$ cat config.mk
export PLATFORM = sky130hd
export DESIGN_NAME = spi_cfg_sequencer
export DESIGN_NICKNAME = d
export VERILOG_FILES = /design/src/rtl/spi_cfg_sequencer.sv
export SDC_FILE = /design/constraint.sdc
export NUM_CORES = 1
export LEC_CHECK = 0
export BUFFER_PORTS_ARGS = -buffer_cell sky130_fd_sc_hd__buf_4
export CAP_MARGIN = 25
export CORE_MARGIN = 4
export CORE_UTILIZATION = 40
export CTS_CLUSTER_SIZE = 28
export DETAILED_ROUTE_END_ITERATION = 10
export MAX_ROUTING_LAYER = met4
export PLACE_DENSITY_LB_ADDON = 0.15
export SETUP_SLACK_MARGIN = 0.1
export SYNTH_ARGS = -nofsm -noshare
export SYNTH_HDL_FRONTEND = slang
export SYNTH_SLANG_ARGS = --single-unit
$ cat constraint.sdc
create_clock -name i_clk_1mhz -period 2.15 [get_ports i_clk_1mhz]
set_input_delay 0.215 -clock i_clk_1mhz [delete_from_list [all_inputs] [get_ports i_clk_1mhz]]
set_output_delay 0.215 -clock i_clk_1mhz [all_outputs]
set_load 0.02 [all_outputs]
$ cat src/rtl/spi_cfg_sequencer.sv
// spi_cfg_sequencer: walks a boot table of SPI words into the jitter cleaners, pulses SYNC,
// then serves single host SPI transfers; RECONFIG reruns the table.
module spi_cfg_sequencer #(
    parameter int NUM_WORDS    = 16,
    parameter int SYNC_LEN     = 8,
    parameter int DONE_TIMEOUT = 255,
    localparam int AW = (NUM_WORDS > 1) ? $clog2(NUM_WORDS) : 1
) (
    input  logic          i_clk_1mhz,
    input  logic          i_rst_n,
    input  logic          i_reconfig,
    output logic [AW-1:0] o_rom_addr,
    input  logic [1:0]    i_rom_sel,
    input  logic [31:0]   i_rom_data,
    input  logic          i_host_req,
    input  logic [1:0]    i_host_sel,
    input  logic [31:0]   i_host_data,
    output logic          o_host_grant,
    output logic          o_host_done,
    output logic [31:0]   o_host_rdata,
    output logic [1:0]    o_spi_sel,
    output logic [31:0]   o_spi_in,
    output logic          o_spi_go,
    input  logic          i_spi_done,
    input  logic [31:0]   i_spi_out,
    output logic          o_sync,
    output logic          o_cfg_busy,
    output logic          o_cfg_done,
    output logic          o_cfg_err
);
    localparam int CMAX = (DONE_TIMEOUT > SYNC_LEN) ? DONE_TIMEOUT : SYNC_LEN;
    localparam int CW   = ($clog2(CMAX + 1) > 8) ? $clog2(CMAX + 1) : 8;

    typedef enum logic [2:0] {
        BOOT_LOAD, BOOT_GO, BOOT_WAIT, SYNC_PULSE, IDLE, HOST_GO, HOST_WAIT
    } state_t;

    state_t        r_state, w_next;
    // one extra bit so the address can reach NUM_WORDS on a table with no terminator
    logic [AW:0]   r_addr;
    logic [CW-1:0] r_cnt;
    logic          r_pend, r_host_done, r_cfg_done, r_cfg_err;
    logic [1:0]    r_spi_sel;
    logic [31:0]   r_spi_in, r_host_rdata;
    logic          w_waiting, w_timeout, w_table_end, w_sync_end, w_boot_req, w_host_start;

    assign w_waiting    = (r_state == BOOT_WAIT) || (r_state == HOST_WAIT);
    assign w_timeout    = r_cnt == CW'(DONE_TIMEOUT);
    assign w_table_end  = (r_addr == (AW+1)'(NUM_WORDS)) || (i_rom_sel == 2'b11);
    assign w_sync_end   = r_cnt == CW'(SYNC_LEN - 1);
    assign w_boot_req   = i_reconfig || r_pend;
    // a request still high during the HOST_DONE cycle is the old one; sample it a cycle later
    assign w_host_start = i_host_req && !r_host_done;

    always_ff @(posedge i_clk_1mhz or negedge i_rst_n) begin
        if (!i_rst_n)
            r_state <= BOOT_LOAD;
        else
            r_state <= w_next;
    end

    always_comb begin
        w_next = r_state;
        case (r_state)
            BOOT_LOAD:  w_next = w_table_end ? SYNC_PULSE : BOOT_GO;
            BOOT_GO:    w_next = BOOT_WAIT;
            BOOT_WAIT:  w_next = (i_spi_done || w_timeout) ? BOOT_LOAD : BOOT_WAIT;
            SYNC_PULSE: w_next = w_sync_end ? IDLE : SYNC_PULSE;
            IDLE:       w_next = w_boot_req ? BOOT_LOAD : (w_host_start ? HOST_GO : IDLE);
            HOST_GO:    w_next = HOST_WAIT;
            HOST_WAIT:  w_next = (i_spi_done || w_timeout) ? IDLE : HOST_WAIT;
            default:    w_next = BOOT_LOAD;
        endcase
    end

    always_ff @(posedge i_clk_1mhz or negedge i_rst_n) begin
        if (!i_rst_n) begin
            r_addr       <= '0;
            r_cnt        <= '0;
            r_pend       <= 1'b0;
            r_host_done  <= 1'b0;
            r_cfg_done   <= 1'b0;
            r_cfg_err    <= 1'b0;
            r_spi_sel    <= '0;
            r_spi_in     <= '0;
            r_host_rdata <= '0;
        end else begin
            r_host_done <= 1'b0;
            r_cnt       <= (w_waiting || r_state == SYNC_PULSE) ? ((&r_cnt) ? r_cnt : r_cnt + 1'b1) : '0;
            r_pend      <= (r_state == IDLE) ? 1'b0 : (r_pend | i_reconfig);
            case (r_state)
                BOOT_LOAD: begin
                    if (!w_table_end) begin
                        r_spi_sel <= i_rom_sel;
                        r_spi_in  <= i_rom_data;
                    end
                end
                BOOT_WAIT: begin
                    if (i_spi_done || w_timeout) begin
                        r_addr    <= r_addr + 1'b1;
                        r_cfg_err <= r_cfg_err | !i_spi_done;
                    end
                end
                SYNC_PULSE: begin
                    if (w_sync_end)
                        r_cfg_done <= !r_cfg_err;
                end
                IDLE: begin
                    if (w_boot_req) begin
                        r_cfg_done <= 1'b0;
                        r_cfg_err  <= 1'b0;
                        r_addr     <= '0;
                    end else if (w_host_start) begin
                        r_spi_sel <= i_host_sel;
                        r_spi_in  <= i_host_data;
                    end
                end
                HOST_WAIT: begin
                    if (i_spi_done || w_timeout) begin
                        r_host_done  <= 1'b1;
                        r_host_rdata <= i_spi_done ? i_spi_out : '1;
                        r_cfg_err    <= r_cfg_err | !i_spi_done;
                    end
                end
                default: ;
            endcase
        end
    end

    assign o_rom_addr   = r_addr[AW-1:0];
    assign o_spi_sel    = r_spi_sel;
    assign o_spi_in     = r_spi_in;
    assign o_spi_go     = (r_state == BOOT_GO) || (r_state == HOST_GO);
    assign o_sync       = r_state == SYNC_PULSE;
    assign o_cfg_busy   = (r_state == BOOT_LOAD) || (r_state == BOOT_GO) || (r_state == BOOT_WAIT) || (r_state == SYNC_PULSE);
    assign o_host_grant = (r_state == HOST_GO) || (r_state == HOST_WAIT);
    assign o_host_done  = r_host_done;
    assign o_host_rdata = r_host_rdata;
    assign o_cfg_done   = r_cfg_done;
    assign o_cfg_err    = r_cfg_err;
endmodule

# Word level (Yosys, flattened, before mapping)
# Cells that the tools add are included.
# totals
out_inout_bits	77
ff_bits	86
wordCells	87
inputBits	105
# classes
eq_ne	18
n_mux	29
n_reduce_logical	26
bitwise_logic	2
add_sub_neg	2
# op_table
operator	n
32-bit two-way mux	4
32-bit one-hot mux with 2 select lines	1
3-bit one-hot mux with 7 select lines	1
8-bit two-way mux	2
2-bit two-way mux	6
1-bit logical OR	10
5-bit two-way mux	2
2-bit != test (second input constant)	5
5-bit one-hot mux with 2 select lines	1
3-bit == test (second input constant)	3
3-bit AND reduction	3
8-bit by 1-bit adder with 8-bit output (second input constant)	1
8-bit by 3-bit == test with 1-bit output (second input constant)	1
8-bit == test (second input constant)	1
8-bit AND reduction	1
2-bit nonzero test	4
1-bit two-way mux	7
3-bit by 2-bit == test with 1-bit output (second input constant)	2
3-bit two-way mux	2
2-bit by 1-bit != test with 1-bit output (second input constant)	3
5-bit by 1-bit adder with 5-bit output (second input constant)	1
5-bit == test (second input constant)	1
1-bit one-hot mux with 2 select lines	2
2-bit one-hot mux with 2 select lines	1
9 further kinds	12

# Depth between registers and ports, before layout
# logic_depth
word_depth	5
mapped_depth	8
mapped_depth_nobuf	6

# Worst setup path after synthesis
# No wires, ideal clock.
# synth_path
path_kind	register to register
start	register r_cnt[0]
end	register r_host_rdata[11] (netlist: o_host_rdata[11])
path_slack_ns	0.110
n_path_buf	3
arrival_time_ns	1.916
t_required_ns	2.025
setup_ns	0.125
synth_period_minus_slack_ns	2.040
stages_incl_launch_ff	9
cell_sequence	dfrtp_1 > ha_1 > and3_1 > buf_2 > and2_4 > buf_6 > o211ai_4 > buf_6 > mux2_2
# synth_via
elab_chain_cells	3
# synth_lines
element	line	source
start, declared	41	logic [CW-1:0] r_cnt;
start signal, assigned	89	r_cnt <= (w_waiting || r_state == SYNC_PULSE) ? ((&r_cnt) ? r_cnt : r_cnt + 1'b1) : '0;
8-bit == test	48	assign w_timeout = r_cnt == CW'(DONE_TIMEOUT);
1-bit logical OR	119	if (i_spi_done || w_timeout) begin
2-bit AND reduction (no line)	-	
end signal, assigned	121	r_host_rdata <= i_spi_done ? i_spi_out : '1;
end, declared	44	logic [31:0] r_spi_in, r_host_rdata;
# No other way between the ends.
# A chain may end at the register's enable or synchronous reset.

# Worst setup path after layout
# layout_path
start	register r_addr[0]
end	register r_spi_in[2] (netlist: o_spi_in[2])
# layout_via
elab_chain_cells	4
# layout_lines
element	line	source
start, declared	40	logic [AW:0] r_addr;
start signal, assigned	100	r_addr <= r_addr + 1'b1;
5-bit == test	49	assign w_table_end = (r_addr == (AW+1)'(NUM_WORDS)) || (i_rom_sel == 2'b11);
1-bit logical OR	49	
2-bit != test (no line)	-	
4-bit AND reduction (no line)	-	
end signal, assigned	95	r_spi_in <= i_rom_data;
end signal, assigned	115	r_spi_in <= i_host_data;
end, declared	44	
# No other way between the ends.

==> metrics.cfg <==
[clock_network]
cts_max_path_buffers=2
clock_insertion_delay_worst_skew_ps=350
clk_pin_slew_ps=80
clock_root_buffer=sky130_fd_sc_hd__clkbuf_8
cts.sink_count=86
cts.htree.levels=3
cts-buffers-inserted=9
tritoncts=done

[floorplan]
num_io_pins=182
effective_utilization_at_floorplan_pct=41.3
die_x_um=111
die_y_um=111
floorplan.rows=37
fp.coreArea_um2=10400
fp.dieArea_um2=12400

[worst_setup_path]
worst_r2r_startpoint=r_addr[0]$_DFFE_PN0P_
critical_path.max_fanout=8
timing.critical_path.required_ps=2380
endpoint_kind=register
rr_worst_depth=8
ff2ff_setup_slack_ps=170
worstPathArrival_ps=2210
crit_path_start_kind=register
criticalPathCategory=reg2reg
timing.rr.end=o_spi_in[2]$_DFFE_PN0P_

[logic_synthesis]
synth_top_flop_cell=sky130_fd_sc_hd__dfrtp_1
synth_nets=446
synth_enable_flop_cells=0
netlist_instances=338
async_reset_ff_share_pct=100
synth_area_leaders=sky130_fd_sc_hd__dfrtp_1 (50%), sky130_fd_sc_hd__mux2_2 (26%), sky130_fd_sc_hd__nand2b_1 (4.8%)
ys_types=46
postSynthAreaPerCell_um2=12.7
synth_warnings=0
synth_sequential_area_ratio_pct=50.3
syn_area_um2=4280
synth_top_area_cell=sky130_fd_sc_hd__dfrtp_1
ys_ff_latch=86
synth.top_cell.area_share_pct=50.3

[drt]
firstDrtPassIters=4
routed_wirelength_um=10700
detail_route.wl_per_cell_um=16.2
met3RoutedLength_um=891
dr_wl_met2_um=4980
vias=3236
drtAntennaViolNets=0
drtIter0Drc=149
drt-vias-per-instance=4.88
met1_length_um=4740
drc=0
highest-signal-layer=met4

[sta]
rsz_0062_raised_after_global_routing=false
timing.final.crit_share_pct=91.9
clock-skew-final_ps=8.78
maxSlewViolCount=0
worst_slack_ps=173
setup_viol=0
max_freq_ghz=0.506
fin_tns_setup_ps=0
finalHoldViolations=0
period_needed_ps=1980
max-slew-margin-rel_pct=68.3
worst_slew_pin_slew_ps=475

[placed_design]
place.port_buffers=181
globalplace.congestion=0.840
pre_cts_ws_ps=128
dp.final_hpwl_um=7590

[global_routing]
grt_first_pass_wirelength_um=16400
grt_util_all_layers_pct=16.7
grt_antenna_before_repair=0
largest_net_degree_at_the_start_of_global_routing=53
grt_pass1_vias=3227
grt_overflow=0

[layout]
layout_commonest_cell=sky130_fd_sc_hd__buf_4
layout.cells.most_common_list=sky130_fd_sc_hd__buf_4 (184), sky130_fd_sc_hd__mux2_2 (97), sky130_fd_sc_hd__dfrtp_1 (86)
number_of_nets_in_the_final_layout=630
antenna-diode-count=0
final_layout_size_suffix_gt1_share_pct=60.5
area_growth_pct=43.8

[run]
timing.max_cap.violations=0

[worst_hold_path]
worst_hold_path_cell_count=3
hp-start=i_reconfig
hold_path_class=in2reg
min_to=o_cfg_err$_DFFE_PN0P_

[run_status]
outcome=completed

[pwr]
power_density_nw_per_um2=1140
vdd_drop_max_uv=437
static-leakage-power_nw=3.00

[area by class of cell]
cell class / instances / area, um2
fillers: 853 / 4220
flip-flops and latches: 86 / 2150
multi-input cells: 221 / 1950
repair buffers: 197 / 1630
well taps: 136 / 170
clock buffers: 12 / 165
clock inverters: 4 / 53.8
inverters: 7 / 26.3
[cells by family after synthesis]
logic type,after synthesis,share of synthesized area [%]
xor gates and xnor gates,2,0.410
buffers and inverters,31,4.62
DFF,86,50.3
and+or+nand+nor,86,11.8
muxes,104,27.3
adders and majority gates,3,0.878
AOI/OAI and AO/OA,26,4.65
[power by group]
part	switching, mW	leakage (nW)	total, mW	internal (mW)
sequential	0.368	1.09	2.57	2.20
clock	0.570	0.105	1.20	0.634
combinational	1.58	1.81	3.24	1.65
total	2.52	3.00	7.01	4.49
[worst max-delay path by stage]
stage                     startpoint                            to  slack (ps)
2_1_floorplan   r_cnt[0]$_DFFE_PN0P_  o_host_rdata[11]$_DFFE_PN0P_         110
3_3_place_gp   r_addr[0]$_DFFE_PN0P_      o_spi_in[14]$_DFFE_PN0P_         180
5_1_grt        r_addr[0]$_DFFE_PN0P_       o_spi_in[5]$_DFFE_PN0P_         100
4_1_cts        r_addr[0]$_DFFE_PN0P_       o_spi_in[2]$_DFFE_PN0P_         120
3_5_place_dp   r_addr[0]$_DFFE_PN0P_       o_spi_in[2]$_DFFE_PN0P_         130
6_report       r_addr[0]$_DFFE_PN0P_       o_spi_in[2]$_DFFE_PN0P_         170
[state kept, by name, summed over array words and instances (netlist names)]
| name | cells |
|---|---|
| r_addr | 5 |
| r_pend | 1 |
| o_spi_sel | 2 |
| r_cnt | 8 |
| o_host_done | 1 |
| o_spi_in | 32 |
| o_host_rdata | 32 |
| r_state | 3 |
| o_cfg_err | 1 |
| o_cfg_done | 1 |
[worst max-delay path, cell delays in order (launching register included)]
cell                        delay (ps)
sky130_fd_sc_hd__dfrtp_1           410
sky130_fd_sc_hd__inv_2              60
sky130_fd_sc_hd__ha_1              200
sky130_fd_sc_hd__nor4bb_1          140
sky130_fd_sc_hd__a211o_1           270
sky130_fd_sc_hd__a21boi_4          160
sky130_fd_sc_hd__buf_12            140
sky130_fd_sc_hd__clkbuf_16         150
sky130_fd_sc_hd__mux2_2            340
[Yosys cell counts (2+ instances only)]
cell type,count
sky130_fd_sc_hd__mux2_1,4
sky130_fd_sc_hd__buf_2,7
sky130_fd_sc_hd__xor2_1,2
sky130_fd_sc_hd__or3_1,4
sky130_fd_sc_hd__inv_1,7
sky130_fd_sc_hd__clkbuf_1,4
sky130_fd_sc_hd__nor2b_1,4
sky130_fd_sc_hd__nand2_1,8
sky130_fd_sc_hd__a31oi_1,3
sky130_fd_sc_hd__o31ai_1,3
sky130_fd_sc_hd__a21oi_1,4
sky130_fd_sc_hd__and3_1,2
sky130_fd_sc_hd__mux2i_1,3
sky130_fd_sc_hd__nand3_1,6
sky130_fd_sc_hd__nor3_1,4
sky130_fd_sc_hd__mux2_2,97
sky130_fd_sc_hd__a211o_1,2
sky130_fd_sc_hd__ha_1,3
sky130_fd_sc_hd__buf_6,7
sky130_fd_sc_hd__nor3b_1,2
sky130_fd_sc_hd__o211ai_1,2
sky130_fd_sc_hd__dfrtp_1,86
sky130_fd_sc_hd__nand2b_1,33
sky130_fd_sc_hd__buf_4,5
sky130_fd_sc_hd__o21ai_0,4
sky130_fd_sc_hd__nand4_1,2
sky130_fd_sc_hd__nor2_1,11
[metrics by stage]
step / instance area [um2] / cells / util (%) / hold WS, ps / total power, mW
after floorplan: 4280 / 338 / - / -80.6 / 4.40
after global placement: 5750 / 638 / 55.5 / 201 / 5.66
after detailed placement: 5750 / 638 / 55.5 / 204 / 5.72
after CTS: 5980 / 655 / 57.7 / 134 / 6.95
after global routing: 6150 / 663 / 59.3 / 145 / 7.46
final: 6150 / 663 / 59.3 / 151 / 7.01
[repair_timing]
item,in CTS,in global routing
endpoints found under the setup margin,0,66
hold endpoints to repair,34,0
hold buffers,1,0
resized for setup,0,4
setup buffers,0,2
[routing by layer]
metal | vias up | global-route usage (%)
met1 | 1525 | 21.3
met2 | 145 | 25.7
met4 | 0 | 5.35
li1 | 1558 | -
met5 | - | -
met3 | 8 | 5.00
Power figures use the tool's default switching activity.
